File: config.mk
export PLATFORM = sky130hd
export DESIGN_NAME = lw_sha_msg_schedule
export DESIGN_NICKNAME = d
export VERILOG_FILES = /design/src/rtl/lw_sha_pkg.sv /design/src/rtl/lw_sha_msg_schedule.sv
export SDC_FILE = /design/constraint.sdc
export NUM_CORES = 1
export LEC_CHECK = 0
export ABC_AREA = 1
export CORE_MARGIN = 5
export CORE_UTILIZATION = 47
export DETAILED_ROUTE_END_ITERATION = 8
export GPL_ROUTABILITY_DRIVEN = 1
export GPL_TIMING_DRIVEN = 0
export PLACE_DENSITY_LB_ADDON = 0.2
export SYNTH_ARGS = -nofsm -noshare
export SYNTH_HDL_FRONTEND = slang
export SYNTH_SLANG_ARGS = --single-unit
File: constraint.sdc
create_clock -name clk_i -period 3 [get_ports clk_i]
set_input_delay 0.6 -clock clk_i [delete_from_list [all_inputs] [get_ports clk_i]]
set_output_delay 0.6 -clock clk_i [all_outputs]
set_load 0.05 [all_outputs]
File: src/rtl/lw_sha_pkg.sv
// Shared types, round-count constants and sigma helpers for the SHA-2 message schedule.
// Word width follows the core architecture macro; SHA-512 support exists only on 64-bit cores.
`ifndef WORD_SIZE
`ifdef CORE_ARCH_S64
`define WORD_SIZE 64
`else
`define WORD_SIZE 32
`endif
`endif

package lw_sha_pkg;

   localparam int unsigned WORD_W     = `WORD_SIZE;
   localparam int unsigned ROUNDS_256 = 64;
   localparam int unsigned ROUNDS_512 = 80;
   localparam logic [6:0]  LAST_IDX_256 = 7'(ROUNDS_256 - 1);
   localparam logic [6:0]  LAST_IDX_512 = 7'(ROUNDS_512 - 1);

   typedef logic [WORD_W-1:0] word_t;

   typedef enum logic {
      ST_IDLE = 1'b0,
      ST_RUN  = 1'b1
   } state_e;

   function automatic logic [31:0] ror32(input logic [31:0] x, input int unsigned n);
      return (x >> n) | (x << (32 - n));
   endfunction

`ifdef CORE_ARCH_S64
   function automatic logic [63:0] ror64(input logic [63:0] x, input int unsigned n);
      return (x >> n) | (x << (64 - n));
   endfunction

   // Narrow (SHA-256) operation works on the low 32 bits and returns them zero-extended.
   function automatic word_t right_rotate(input word_t x, input int unsigned n, input logic wide);
      if (wide) return ror64(x, n);
      return {32'b0, ror32(x[31:0], n)};
   endfunction

   function automatic word_t small_sigma0(input word_t x, input logic wide);
      if (wide) return right_rotate(x, 1, 1'b1) ^ right_rotate(x, 8, 1'b1) ^ (x >> 7);
      return right_rotate(x, 7, 1'b0) ^ right_rotate(x, 18, 1'b0) ^ {32'b0, x[31:0] >> 3};
   endfunction

   function automatic word_t small_sigma1(input word_t x, input logic wide);
      if (wide) return right_rotate(x, 19, 1'b1) ^ right_rotate(x, 61, 1'b1) ^ (x >> 6);
      return right_rotate(x, 17, 1'b0) ^ right_rotate(x, 19, 1'b0) ^ {32'b0, x[31:0] >> 10};
   endfunction
`else
   function automatic word_t right_rotate(input word_t x, input int unsigned n);
      return ror32(x, n);
   endfunction

   function automatic word_t small_sigma0(input word_t x);
      return right_rotate(x, 7) ^ right_rotate(x, 18) ^ (x >> 3);
   endfunction

   function automatic word_t small_sigma1(input word_t x);
      return right_rotate(x, 17) ^ right_rotate(x, 19) ^ (x >> 10);
   endfunction
`endif

endpackage

File: src/rtl/lw_sha_msg_schedule.sv
// SHA-2 message schedule: 16-word sliding buffer emitting W[t] to the round stage, one word per accept.
// State table:  ST_IDLE | waiting for a block, buffer zero   ST_RUN | presenting W[t] to the round stage
`ifndef WORD_SIZE
`ifdef CORE_ARCH_S64
`define WORD_SIZE 64
`else
`define WORD_SIZE 32
`endif
`endif

module lw_sha_msg_schedule
   import lw_sha_pkg::*;
(
   input  logic                       clk_i,
   input  logic                       rst_ni,
`ifdef CORE_ARCH_S64
   input  logic                       mode_i,
`endif
   input  logic                       block_valid_i,
   output logic                       block_ready_o,
   input  logic [16*`WORD_SIZE-1:0]   block_i,
   output logic                       round_valid_o,
   input  logic                       round_ready_i,
   output logic [`WORD_SIZE-1:0]      word_o,
   output logic [6:0]                 round_index_o,
   output logic                       last_round_o
);

   state_e     state_q, state_d;
   word_t      msg_buf_q [16];
   word_t      msg_buf_d [16];
   logic [6:0] cnt_q, cnt_d;
   logic [6:0] last_idx;
   word_t      new_w;

`ifdef CORE_ARCH_S64
   logic mode_q, mode_d;

   assign last_idx = mode_q ? LAST_IDX_512 : LAST_IDX_256;
`else
   assign last_idx = LAST_IDX_256;
`endif

   always_comb begin
      state_d   = state_q;
      cnt_d     = cnt_q;
      msg_buf_d = msg_buf_q;
`ifdef CORE_ARCH_S64
      mode_d    = mode_q;
      new_w     = small_sigma1(msg_buf_q[14], mode_q) + msg_buf_q[9]
                + small_sigma0(msg_buf_q[1], mode_q) + msg_buf_q[0];
      // SHA-256 words stay 32-bit on a 64-bit core; drop carries out of bit 31.
      if (!mode_q) new_w[63:32] = '0;
`else
      new_w     = small_sigma1(msg_buf_q[14]) + msg_buf_q[9]
                + small_sigma0(msg_buf_q[1]) + msg_buf_q[0];
`endif

      case (state_q)
         ST_IDLE: begin
            if (block_valid_i) begin
               for (int i = 0; i < 16; i++) begin
                  msg_buf_d[i] = block_i[(15-i)*WORD_W +: WORD_W];
               end
               cnt_d   = '0;
`ifdef CORE_ARCH_S64
               mode_d  = mode_i;
`endif
               state_d = ST_RUN;
            end
         end
         ST_RUN: begin
            if (round_ready_i) begin
               if (cnt_q == last_idx) begin
                  for (int i = 0; i < 16; i++) begin
                     msg_buf_d[i] = '0;
                  end
                  cnt_d   = '0;
                  state_d = ST_IDLE;
               end else begin
                  for (int i = 0; i < 15; i++) begin
                     msg_buf_d[i] = msg_buf_q[i+1];
                  end
                  msg_buf_d[15] = new_w;
                  cnt_d         = cnt_q + 7'd1;
               end
            end
         end
         default: state_d = ST_IDLE;
      endcase
   end

   always_ff @(posedge clk_i) begin
      if (!rst_ni) begin
         state_q <= ST_IDLE;
         cnt_q   <= '0;
         for (int i = 0; i < 16; i++) begin
            msg_buf_q[i] <= '0;
         end
`ifdef CORE_ARCH_S64
         mode_q  <= 1'b0;
`endif
      end else begin
         state_q   <= state_d;
         cnt_q     <= cnt_d;
         msg_buf_q <= msg_buf_d;
`ifdef CORE_ARCH_S64
         mode_q    <= mode_d;
`endif
      end
   end

   assign block_ready_o = (state_q == ST_IDLE);
   assign round_valid_o = (state_q == ST_RUN);
   assign word_o        = msg_buf_q[0];
   assign round_index_o = cnt_q;
   assign last_round_o  = round_valid_o & (cnt_q == last_idx);

endmodule

==> metrics.txt, run 1 <==
Clock Path Buffers=3; CP endpoint kind=flip-flop; Internal=18.3 mW; share of cells above drive strength 1=0.132; pin count of the biggest net entering global routing=20; Synth Cell Area=26800 um2; fin worst setup slack=-0.548 ns; via count=29300; worst skew pair latency=0.63 ns; die width=approximately 250 um; post-synthesis instance total=3683; GPL Wtd Cong=1.01; r2r worst-path depth=17; num ports=558; Reg clk slew, reported paths=about 0.060 ns; r2r setup slk=-0.55 ns; Seq cells post-synth=520; # rows=87; PnR Total Power=31.9 mW; CTS Hold Bufs=0; most frequent cells in the layout=950 x a21oi_1, 644 x nand2_1, 554 x clkdlybuf4s50_1; Final min period=3.55 ns; Hold Startpoint=msg_buf_q[30]$_SDFFE_PN0P_; slew margin rel.=0.184; Placed Instance Area=33400 um2; clock share of power=0.218; number of H-tree levels=2; cts bufs inserted=54; Filler cells=4882; net count after synthesis=approximately 4300; Nets=4943; # setup viols final=28; Flop pwr share=0.264; Routed WL per cell=24.0 um; Syn. warnings=0; critical path required time=3.51 ns; metal2 WL=56000 um; Gate power share=0.518; leakage power=~15 nW; FF-to-FF Start=msg_buf_q[55]$_SDFFE_PN0P_; fmax=282 MHz; crit path launch type=flip-flop; final instance area=37700 um2; final hold slack=roughly 0.45 ns; Worst R2R End=msg_buf_q[29]$_SDFFE_PN0P_; Hold Path Sink=msg_buf_q[62]$_SDFFE_PN0P_; slew of the pin with the lowest slew margin=1.22 ns; CP Data Arrival Time=4.06 ns; Via density=5.71; initial antenna violation count=7; Min-Delay Path Class=flip-flop to flip-flop; port bufs=556; die area=62000 um2; CTS tree=built; Detailed Route WL=roughly 120000 um; Initial Util=0.475; initial DRC count=roughly 3000; sw frac=0.427; mean post-synth cell area=7.28 um2; area delta synth->final=40.4%; critical path class=flip-flop to flip-flop; Unique masters post-synth=32; most common cell after layout, fill and taps aside=a21oi_1; Chip Height=249 um; dpl ws=-1.02 ns; Sw Pwr=13.7 mW; Clock Sinks=520; Root Driver=clkbuf_16; vias in the first global route=28000; PwrDens=about 850 nW/um2; final cycle utilization of the critical path=1.18; Peak supply drop=around 0.0006 V; Core Util, Final=0.667; failing checks=negative setup slack; Crit Path Max Fanout=4; Fin Clk Skew=0.0294 ns; GRT Overall Usage=0.369; Final Max Slew Viols=0; status=finished with violations; HPWL Detailed=97400 um; first-pass GRT wire length=176000 um; met3 WL post-DR=11000 um; Max Cap Viol=0; post-synthesis sequential area ratio=0.388; DRC Markers=0; Core Area=56500 um2; Hold Violations, Final=0; unrepaired setup endpoints after global routing=true; Highest Signal Layer=met5; cell depth of the worst min-delay path=2; grt ovf=0; met1 wire length=49200 um; number of nets with antenna violations after routing=0; drt first pass iters=8
[per-layer routing]
| metal | up-vias | track usage |
|---|---|---|
| met4 | 8 | 0.168 |
| met5 | - | 0 |
| li1 | 13700 | - |
| met2 | 1588 | 0.600 |
| met3 | 365 | 0.0687 |
| met1 | 13600 | 0.479 |
[cell families after synthesis]
kind of cell             synth area share
AND/OR/NAND/NOR                     0.123
buffers and inverters              0.0944
AO/OA/AOI/OAI                       0.293
adder cells (fa/ha/maj)            0.0612
flip-flops                          0.388
XOR/XNOR                           0.0405
[state kept, by name, indices dropped and copies added (netlist names)]
signal	count
word_o	32
msg_buf_q	480
round_valid_o	1
round_index_o	7
[power by group through the flow]
stage	combinational, mW	sequential (mW)	clock (mW)
2_1_floorplan	7.31	8.17	0
3_3_place_gp	11.0	8.44	0
3_5_place_dp	11.1	8.44	0
4_1_cts	14.1	8.35	6.95
5_1_grt	17.5	8.48	7.23
6_report	16.6	8.44	6.95
[final cells by class]
class / instances / area [um2] / share of cell area
Multi-Input combinational cell: 2582 / 15900 / 0.421
Sequential cell: 520 / 10500 / 0.278
Tap cell: 756 / 946 / 0.0251
Clock inverter: 22 / 285 / 0.00758
Timing Repair Buffer: 601 / 5980 / 0.159
Buffer: 330 / 1660 / 0.0442
Clock buffer: 72 / 1520 / 0.0403
Inverter: 244 / 928 / 0.0247
Antenna cell: 3 / 7.51 / 0.000199
[worst max-delay path: stages (launching register included)]
cell and delay (ns):
dfxtp_4 0.40, buf_12 0.15, xnor2_4 0.20, xor2_4 0.25, fa_2 0.48, fa_1 0.51
inv_2 0.06, ha_4 0.30, nand2_4 0.07, inv_4 0.08, nand2_4 0.06, nor3_4 0.29
and2_4 0.22, nand2_4 0.06, nand2_2 0.07, nand2_2 0.05, nand3_2 0.12, a21oi_2 0.07
[repair_timing]
| item | in CTS | in global routing |
|---|---|---|
| resized for setup | 302 | 167 |
| buffers inserted | 29 | 17 |
| setup endpoints to repair | 32 | 31 |
| pin swaps | 94 | 91 |
[synth_stat cells (all sizes together)]
library cell / count / area share
a21o: 3 / 0.00084
or2: 8 / 0.0019
a221oi: 58 / 0.019
inv: 244 / 0.034
a21oi: 994 / 0.19
o22ai: 1 / 0.00023
o21ai: 464 / 0.087
ha: 32 / 0.015
nand4: 5 / 0.0012
buf: 119 / 0.030
xor2: 59 / 0.019
nand3: 49 / 0.0091
nand3b: 3 / 0.00084
nor2: 41 / 0.0058
nand2: 724 / 0.10
nor3: 6 / 0.0011
a211oi: 1 / 0.00028
dfxtp: 520 / 0.39
and2: 3 / 0.00070
o21bai: 2 / 0.00056
xnor2: 65 / 0.021
and3: 2 / 0.00047
clkbuf: 218 / 0.031
fa: 62 / 0.046
[per-stage QoR]
stage	TNS [ns]	instances
final	-11.31	5130
after floorplan	-0.0222	3683
after global placement	-21.35	4995
after global routing	-12.92	5128
after detailed placement	-21.67	4995
after CTS	-7.95	5114
[worst max-delay path by stage]
| stage | from | endpoint | slack [ns] |
|---|---|---|---|
| 2_1_floorplan | msg_buf_q[50]$_SDFFE_PN0P_ | msg_buf_q[17]$_SDFFE_PN0P_ | -0.02 |
| 3_3_place_gp | msg_buf_q[39]$_SDFFE_PN0P_ | msg_buf_q[28]$_SDFFE_PN0P_ | -1.02 |
| 3_5_place_dp | msg_buf_q[39]$_SDFFE_PN0P_ | msg_buf_q[28]$_SDFFE_PN0P_ | -1.02 |
| 4_1_cts | msg_buf_q[50]$_SDFFE_PN0P_ | msg_buf_q[17]$_SDFFE_PN0P_ | -0.43 |
| 5_1_grt | msg_buf_q[58]$_SDFFE_PN0P_ | msg_buf_q[29]$_SDFFE_PN0P_ | -0.61 |
| 6_report | msg_buf_q[55]$_SDFFE_PN0P_ | msg_buf_q[29]$_SDFFE_PN0P_ | -0.55 |
(Power assumes the default switching activity.)
==> inputs of run 2 (changes only) <==
CORE_MARGIN = 3   (was 5)
GPL_ROUTABILITY_DRIVEN = 0   (was 1)
==> run 2 against run 1 <==
- cell count fell by 0.25%
- die area is 3.2% lower
- combinational power is 10% lower
- the flow still finishes with violations (negative setup slack)
- utilization increased by 0.072 points
- flip-flop and latch count unchanged
==> metrics.txt, run 2 (synthesis results as in run 1) <==
unrepaired setup endpoints after global routing=true; initial antenna violation count=8 (+1); pin count of the biggest net entering global routing=20 (unchanged); Biggest register=msg_buf_q; final hold slack=0.452 ns (+0.00148 ns); Root Driver=clkbuf_16; leakage power=14.3 nW (-1.3%); crit path cell chain=clkbuf_8 -> xnor2_2 -> xor2_2 -> fa_1 -> fa_1 -> inv_1 -> ha_4 -> nand2_1 -> inv_1 -> nand2_1 -> nor3_2 -> and2_1 -> nand2_2 -> nand2_1 -> nand2_1 -> nand3_2 -> a21oi_2; CP Data Arrival Time=3.95 ns (-0.11 ns); most frequent cells in the layout=953 x a21oi_1, 660 x nand2_1, 554 x clkdlybuf4s50_1; critical path class=flip-flop to flip-flop; slowest stage cell, crit path=fa_1; initial DRC count=3334 (+11%); status=finished with violations; num ports=558 (unchanged); Initial Util=0.481 (+0.00645); PwrDens=824 nW/um2 (-2.9%); CTS tree=built; CP endpoint kind=flip-flop; first-pass GRT wire length=169000 um (-3.5%); Final min period=3.45 ns (-0.0944 ns); share of cells above drive strength 1=0.119 (-0.0129); drt first pass iters=6 (-2); Core Area=55700 um2 (-1.3%); Flop pwr share=0.275 (+0.011); Sw Pwr=12.8 mW (-6.6%); Detailed Route WL=118000 um (-3.9%); Crit Path Max Fanout=5 (+1); Max Cap Viol=0 (unchanged); WP buf/inv=3 (unchanged); Placed Instance Area=33400 um2 (about the same); vias in the first global route=28200 (+0.54%); worst skew pair latency=0.63 ns (about the same); crit path launch type=flip-flop; Via density=5.74 (+0.54%); Internal=17.9 mW (-2.2%); Setup TNS=-9.73 ns (+1.58 ns); Gate power share=0.486 (-0.032); Peak supply drop=0.000604 V (-0.61%); clock share of power=0.239 (+0.021); Clock Sinks=520 (unchanged); DRC Markers=0 (unchanged); Chip Height=245 um (-1.6%); Clock Path Buffers=3 (unchanged); Min-Delay Path Class=flip-flop to flip-flop; number of H-tree levels=2 (unchanged); fin worst setup slack=-0.454 ns (+0.0944 ns); die area=60000 um2 (-3.2%); fmax=290 MHz (+2.7%); grt ovf=0 (unchanged); slew of the pin with the lowest slew margin=1.32 ns (+0.0979 ns); # setup viols final=28 (unchanged); HPWL Detailed=92200 um (-5.3%); Reg clk slew, reported paths=0.07 ns (about the same); number of nets with antenna violations after routing=0 (unchanged); Crit path largest cell delay=0.49 ns (-0.02 ns); CTS Hold Bufs=0 (unchanged); Filler cells=4726 (-3.2%); most common cell after layout, fill and taps aside=a21oi_1; Final Max Slew Viols=0 (unchanged); cts bufs inserted=55 (+1.9%); # rows=86 (-1.1%); failing checks=negative setup slack; Hold Violations, Final=0 (unchanged); via count=29400 (+0.29%); final cycle utilization of the critical path=1.15 (-0.0315); port bufs=556 (unchanged); cell with the most instances on the worst path=nand2_1; critical path required time=3.50 ns (about the same); sw frac=0.416 (-0.0110); die width=245 um (-1.6%); slew margin rel.=0.119 (-0.0653); Nets=4929 (-0.28%); PnR Total Power=30.6 mW (-4.1%); GRT Overall Usage=0.373 (+0.00427); number of flip-flops in the largest register=480 (unchanged); Fin Clk Skew=0.0226 ns (-0.00683 ns); final instance area=37200 um2 (-1.2%); critical path's top delay family=adder cells; Routed WL per cell=23.2 um (-3.7%); area delta synth->final=38.7%
run 2: changes by cell type in the layout (fill, tap and decap cells not counted), sizes merged:
cell,before,now
buf,170,158
bufinv,5,6
clkbuf,278,283
clkinv,14,11
clkinvlp,1,4
diode,3,4
run 2: per-layer routing:
metal,part of all wire,track usage,up-vias
met1,0.38,0.471,13600
met4,0.060,0.184,8
met3,0.11,0.0849,359
met2,0.45,0.603,1752
met5,0.00053,0,-
li1,-,-,13700
run 2: layout make-up:
| type | instances | area (um2) | area share |
|---|---|---|---|
| multi-input combinational | 2582 | 15400 | 0.415 |
| timing repair buffer | 590 | 5840 | 0.157 |
| antenna | 4 | 10.0 | 0.000269 |
| sequential | 520 | 10500 | 0.281 |
| clock buffer | 80 | 1620 | 0.0436 |
| tap | 748 | 936 | 0.0252 |
| clock inverter | 23 | 325 | 0.00875 |
| buffer | 326 | 1640 | 0.0441 |
| inverter | 244 | 918 | 0.0247 |
run 2: path summary, 6_finish.rpt:
kind,from,end,slack [ns],cells after the start
max reg2reg,msg_buf_q[62]$_SDFFE_PN0P_,msg_buf_q[28]$_SDFFE_PN0P_,-0.45,17
min,msg_buf_q[22]$_SDFFE_PN0P_,msg_buf_q[54]$_SDFFE_PN0P_,0.45,2
max,msg_buf_q[62]$_SDFFE_PN0P_,msg_buf_q[28]$_SDFFE_PN0P_,-0.45,17
min reg2reg,msg_buf_q[22]$_SDFFE_PN0P_,msg_buf_q[54]$_SDFFE_PN0P_,0.45,2
run 2: timing repair:
action | CTS | global route
gates resized for setup | 241 | 119
pin swaps | 82 | 81
endpoints found under the setup margin | 32 | 30
setup buffers | 19 | 17
run 2: worst register-to-register path: stages, from the launching register on:
cell and delay, ns:
dfxtp_1 0.30, clkbuf_8 0.17, xnor2_2 0.18, xor2_2 0.25, fa_1 0.46, fa_1 0.49, inv_1 0.06, ha_4 0.30
nand2_1 0.07, inv_1 0.08, nand2_1 0.16, nor3_2 0.25, and2_1 0.18, nand2_2 0.08, nand2_1 0.07, nand2_1 0.06
nand3_2 0.11, a21oi_2 0.07
run 2: power by group through the flow:
| stage | registers (mW) | logic [mW] | clock network [mW] |
|---|---|---|---|
| floorplan | 8.17 | 7.31 | 0 |
| global placement | 8.41 | 10.6 | 0 |
| detailed placement | 8.42 | 10.8 | 0 |
| CTS | 8.34 | 13.0 | 7.31 |
| global route | 8.47 | 15.8 | 7.60 |
| finish | 8.43 | 14.9 | 7.33 |
run 2: stage by stage:
stage	worst slack, ns	std cells	util
3_3_place_gp	-0.720	4987	0.599
4_1_cts	-0.335	5102	0.657
5_1_grt	-0.556	5113	0.667
3_5_place_dp	-0.738	4987	0.599
6_report	-0.454	5117	0.667
2_1_floorplan	-0.0222	3683	-
